$ cat src/rtl/alu_dsub16_seq.sv
// alu_dsub16_seq
//   Two-pass 16-bit subtract sequencer driving an external combinational
//   8-bit subtractor (sub8b). The low byte goes first; its borrow-out feeds
//   the high-byte pass. Result and flags update together at the end of the
//   high pass and hold until the next operation completes.
//
// Ports
//   clk, rst        clock, asynchronous active-high reset
//   iStart          request, sampled only in IDLE
//   iMinu, iSubt    16-bit operands, captured on accept
//   iBorrow         initial borrow-in, captured on accept
//   oJ, oK, oB      operand bytes and borrow-in (oB[0]) to sub8b
//   iD, iBC         difference byte and borrow chain from sub8b
//   oResult         16-bit difference
//   oCY/oZ/oS/oV    borrow-out, zero, sign, signed overflow
//   oBusy, oDone    handshake: busy in LO/HI/DONE, one-cycle done pulse
module alu_dsub16_seq #(
   parameter int unsigned DATASIZE = 8
) (
   input  logic                    clk,
   input  logic                    rst,
   input  logic                    iStart,
   input  logic [2*DATASIZE-1:0]   iMinu,
   input  logic [2*DATASIZE-1:0]   iSubt,
   input  logic                    iBorrow,
   output logic [DATASIZE-1:0]     oJ,
   output logic [DATASIZE-1:0]     oK,
   output logic [DATASIZE-1:0]     oB,
   input  logic [DATASIZE-1:0]     iD,
   input  logic [DATASIZE-1:0]     iBC,
   output logic [2*DATASIZE-1:0]   oResult,
   output logic                    oCY,
   output logic                    oZ,
   output logic                    oS,
   output logic                    oV,
   output logic                    oBusy,
   output logic                    oDone
);

   localparam int unsigned W = 2 * DATASIZE;

   typedef enum logic [1:0] {
      IDLE,
      LO,
      HI,
      DONE
   } state_t;

   state_t                state;
   logic [W-1:0]          minu;
   logic [W-1:0]          subt;
   logic [DATASIZE-1:0]   res_lo;
   logic                  bsave;

   // Only the top bit of the borrow chain is the pass borrow-out.
   logic unused_bc;
   assign unused_bc = ^iBC[DATASIZE-2:0];

   // The sub8b drive (oJ/oK/oB) is registered one edge ahead: it is loaded
   // on the edge that enters LO or HI, so it is valid for that whole state.
   always_ff @(posedge clk or posedge rst) begin
      if (rst) begin
         state   <= IDLE;
         minu    <= '0;
         subt    <= '0;
         res_lo  <= '0;
         bsave   <= 1'b0;
         oJ      <= '0;
         oK      <= '0;
         oB      <= '0;
         oResult <= '0;
         oCY     <= 1'b0;
         oZ      <= 1'b0;
         oS      <= 1'b0;
         oV      <= 1'b0;
         oBusy   <= 1'b0;
         oDone   <= 1'b0;
      end else begin
         case (state)
            IDLE: begin
               oDone <= 1'b0;
               if (iStart) begin
                  minu  <= iMinu;
                  subt  <= iSubt;
                  oJ    <= iMinu[DATASIZE-1:0];
                  oK    <= iSubt[DATASIZE-1:0];
                  oB    <= {{(DATASIZE-1){1'b0}}, iBorrow};
                  oBusy <= 1'b1;
                  state <= LO;
               end
            end
            LO: begin
               res_lo <= iD;
               bsave  <= iBC[DATASIZE-1];
               oJ     <= minu[W-1:DATASIZE];
               oK     <= subt[W-1:DATASIZE];
               oB     <= {{(DATASIZE-1){1'b0}}, iBC[DATASIZE-1]};
               state  <= HI;
            end
            HI: begin
               oResult <= {iD, res_lo};
               oCY     <= iBC[DATASIZE-1];
               oZ      <= ~|{iD, res_lo};
               oS      <= iD[DATASIZE-1];
               oV      <= (minu[W-1] ^ subt[W-1]) & (minu[W-1] ^ iD[DATASIZE-1]);
               oJ      <= '0;
               oK      <= '0;
               oB      <= '0;
               oDone   <= 1'b1;
               state   <= DONE;
            end
            DONE: begin
               oDone <= 1'b0;
               oBusy <= 1'b0;
               state <= IDLE;
            end
            default: begin
               state <= IDLE;
            end
         endcase
      end
   end

endmodule
$ cat config.mk
export PLATFORM = sky130hd
export DESIGN_NAME = alu_dsub16_seq
export DESIGN_NICKNAME = d
export VERILOG_FILES = /design/src/rtl/alu_dsub16_seq.sv
export SDC_FILE = /design/constraint.sdc
export NUM_CORES = 1
export LEC_CHECK = 0
export CORE_ASPECT_RATIO = 0.9
export CORE_UTILIZATION = 41
export DETAILED_ROUTE_END_ITERATION = 10
export PLACE_DENSITY_LB_ADDON = 0.1
export SLEW_MARGIN = 20
export SYNTH_ARGS = -nofsm -noshare
export SYNTH_HDL_FRONTEND = slang
export SYNTH_SLANG_ARGS = --single-unit
$ cat constraint.sdc
create_clock -name clk -period 3.2 [get_ports clk]
set_input_delay 0.64 -clock clk [delete_from_list [all_inputs] [get_ports clk]]
set_output_delay 0.64 -clock clk [all_outputs]
set_load 0.05 [all_outputs]
After elaboration in Yosys (flattened, before gate mapping). Cells that the tools add are included.

Bits in latches: 0. RAM bits: 0. Input bits: 52. Logic and storage cells: 42. Output and inout bits: 46. Register bits: 88. Memories kept: 0. ROM bits: 0.

Mux-type cells: 11. Div/mod/pow operators: 0. Shifts and indexed selects: 0. Reductions and logical operators: 10. Equality and inequality tests: 4. Bitwise operators: 3. $mul: 0. Order comparisons: 0. $add $sub $neg: 0.

Operators by type and width (count): $pmux W8 S3 (3); $mux W8 (3); $reduce_or A16 Y1 (1); $pmux W2 S4 (1); $reduce_and A2 Y1 (3); $eq A2 B2 Y1 const B (2); $pmux W1 S2 (2); $reduce_bool A2 Y1 (2); $reduce_bool A3 Y1 (1); $eq A2 B1 Y1 const B (1); $logic_not A2 Y1 (1); $mux W2 (1); $ne A2 B2 Y1 const B (1); $reduce_or A2 Y1 (1); $xor A1 B1 Y1 (2); $and A1 B1 Y1 (1); $logic_not A1 Y1 (1); $mux W1 (1).

Depth between registers and ports, before layout.
Word-level depth: 3. Gate-level depth with buffers: 7. Mapped depth without buffers: 5.

Worst setup path after synthesis. Ideal clock, no wire load.

Path type: register -> output. Start: register oResult[15]. End: output port oResult[15]. Stages on the path, launching flop included: 2. Data arrival time: 0.900 ns. Setup slack: 1.660 ns. Cells stage by stage: dfrtp_1 -> buf_4.

RTL lines: start, declared (RTL line 31) `output logic [2*DATASIZE-1:0] oResult,`; start signal, assigned (RTL line 101) `oResult <= {iD, res_lo};`.

No word-level cell between the ends.

Worst setup path after layout.
Start: register oJ[6]. End: output port oJ[6].

RTL lines: start, declared (RTL line 26) `output logic [DATASIZE-1:0] oJ,`; start signal, assigned (RTL line 85) `oJ <= iMinu[DATASIZE-1:0];`; start signal, assigned (RTL line 95) `oJ <= minu[W-1:DATASIZE];`.

No word-level cell between the ends.

==> results.yml <==
critical_path:
  critPathArrivalTime_ps: 1520
  crit_family: "buffers and inverters"
  cp.buffers_inverters: 1
  worstSetupEndpointType: "primary output"
  slowest_delay_ps: 810
  worstSetupStartpointType: "flip-flop"
  r2r-end: "oJ[3]"
  crit_type: "reg -> out"
  required_ps: 2560
  path_cells: "clkdlybuf4s50_1"
  reg2reg_depth: 6
  r2r_start: "state[1]"
  worst_path_max_delay_cell: "clkdlybuf4s50_1"
  worstPathMaxFanout: 2
  reg2reg_slack_ps: 1200
finish:
  layout.nets: 367
  final_cell_count_no_fill: 405
  area_delta_synth_final_pct: 37.4
  drive_gt1_frac: 0.210
  multi_input_area_sq_um: 1080
  regArea_sq_um: 1600
  n_fill_cell: 576
  diodes: 0
  utilization: 0.586
detailed_routing:
  drtIter0Drc: 67
  dr.pass1.iters: 4
  vias_per_cell: 4.87
  drc_errors: 0
  dr_total_vias: 1971
  routed_wl_um: 6000
  avgRoutedWirePerCell_um: 14.8
  postRouteAntennaNets: 0
clock_tree:
  tritoncts: "yes"
  path_clk_slew_ps: 70
  ctsResizeCount: 0
  htree_levels: 3
  cts_setup_buffers: 0
  clk-insertion-delay-late_ps: 330
  cts.root.buffer_cell: "clkbuf_8"
  clockBufferDepth: 2
  numCtsBuffers: 9
  ctsHoldBuffers: 0
  numClockSinks: 64
synth:
  synth_top_flop_cell: "dfrtp_1"
  yosysTopAreaCellShare: 0.567
  ys_top_cells_by_area: "dfrtp_1 57%, mux2_2 17%, o21ai_0 4.4%"
  syn_inst: 229
  async_reset_ff_frac: 1.00
  yosys.area.top_type: "dfrtp_1"
  seq_area_frac_synth: 0.567
  yosysWarnings: 0
  synth-seq-cells: 64
  netlist-cell-type-count: 28
  synth_common_cells: "64 x dfrtp_1, 43 x mux2_2, 25 x o21ai_0, 17 x nor2b_1, 12 x a21oi_1"
  synth_enable_flop_cells: 0
  syn_avg_cell_area_sq_um: 12.3
  yosysMostFrequentCell: "dfrtp_1"
  synth_area_sq_um: 2820
floorplan:
  dieHeight_um: 80.7
  die_area_sq_um: 7220
  start_util: 0.426
  core_sq_um: 6620
  ios: 98
  chipWidth_um: 89.5
  rows: 28
sta:
  rsz0062_at_grt: "false"
  fmax_mhz: 462
  period_share: 0.676
  final_max_slew_viol_count: 0
  tns_ps: 0
  slew_headroom: 0.357
  finClkSkew_ps: 8.50
  hold_viol_final: 0
  min_period_ps: 2160
  finalSetupViolCount: 0
  worstMarginPinSlew_ps: 965
power_and_ir_drop:
  combinationalPowerShare: 0.541
  ir_drop_uv: 524
  seqPwrFrac: 0.309
  p_per_area_nw_per_um2: 1190
  p_switching_w: 0.00204
  pwr-share-clk: 0.150
  netSwitchingFraction: 0.440
  internal_power_w: 0.00259
  leakagePower_nw: 1.60
place:
  hpwl_um: 3830
  dp_cells: 389
  numPortBuffers: 83
  place_congestion: 0.712
global_route:
  antenna_found_initial: 0
  overflow: 0
  grt_max_degree: 65
  grt_pass1_vias: 1929
  grt_usage: 0.179
  grt_pass1_wl_um: 9420
flow_run:
  maxCapViolations: 0
hold_path:
  min_delay_worst_endpoint: "oResult[12]"
  hold_start: "oResult[12]"
  holdCritPathClass: "reg -> reg"
  worstHoldPathCells: 1
status:
  status: "finished, final reports clean"
-- cell usage in the layout (no fill, tap or decap), types with 5 or more instances in the layout --
cell	synthesis	final
dfrtp_1	64	64
nor2b_1	17	17
ha_1	5	5
o21ai_1	8	8
clkbuf_8	0	11
o21ai_0	25	25
clkdlybuf4s50_1	0	83
a21oi_1	12	12
conb_1	1	7
a31oi_1	9	9
mux2_2	43	43
-- cells by family (layout without fill, tap and decap cells) --
family                     count (synthesis)  after routing  share of synthesized area
DFF                                       64             64                      0.567
AOI/OAI and AO/OA                         57             57                      0.108
muxes                                     43             43                      0.171
and+or+nand+nor                           32             32                     0.0709
buffers and inverters                     27            107                     0.0589
adders and majority gates                  5              5                     0.0222
other                                      1              7                    0.00133
-- stage by stage --
stage          worst slack [ps]  instance area, sq um  hold slack [ps]  power, W
3_3_place_gp               1020                  3680              488   0.00394
3_5_place_dp                979                  3680              494   0.00396
6_report                   1040                  3880              505   0.00463
2_1_floorplan               962                  2850              480   0.00326
4_1_cts                    1020                  3880              508   0.00468
5_1_grt                     939                  3880              524   0.00492
-- final cells by class --
type / count / share of cell area
timing repair buffer: 87 / 0.225
inverter: 4 / 0.00387
sequential: 64 / 0.413
clock buffer: 13 / 0.0410
clock inverter: 3 / 0.0103
tap: 90 / 0.0290
multi-input combinational: 144 / 0.278
-- layer usage --
layer	vias to the layer above	wire length, um	track usage	part of all wire
met5	-	0	0	0
met4	0	92	0.0714	0.015
met3	10	308	0.0549	0.051
met2	62	2750	0.282	0.46
met1	955	2850	0.231	0.48
li1	944	-	-	-
-- worst max-delay path by stage --
stage               slack [ps]       end      from  cells after the start
finish                    1040     oJ[6]     oJ[6]                      1
floorplan                  960  minu[10]       rst                      1
global route               940     oJ[1]  state[1]                      3
global placement          1020     oK[4]    iStart                      4
detailed placement         980     oJ[3]    iStart                      4
CTS                       1020     oJ[6]     oJ[6]                      1
-- registers in the layout, summed over array words and instances, names as in the netlist, 2 cells and up --
name,flops
minu,8
oJ,8
oK,8
oResult,16
res_lo,8
state,2
subt,8
-- power groups by stage --
stage / Combinational, W / Clock [W] / Sequential (W)
floorplan: 0.00110 / 0 / 0.00216
global placement: 0.00250 / 0 / 0.00144
detailed placement: 0.00252 / 0 / 0.00144
CTS: 0.00253 / 0.000712 / 0.00143
global route: 0.00269 / 0.000747 / 0.00149
finish: 0.00251 / 0.000694 / 0.00143
No activity file was read; power rests on OpenSTA's default activity.
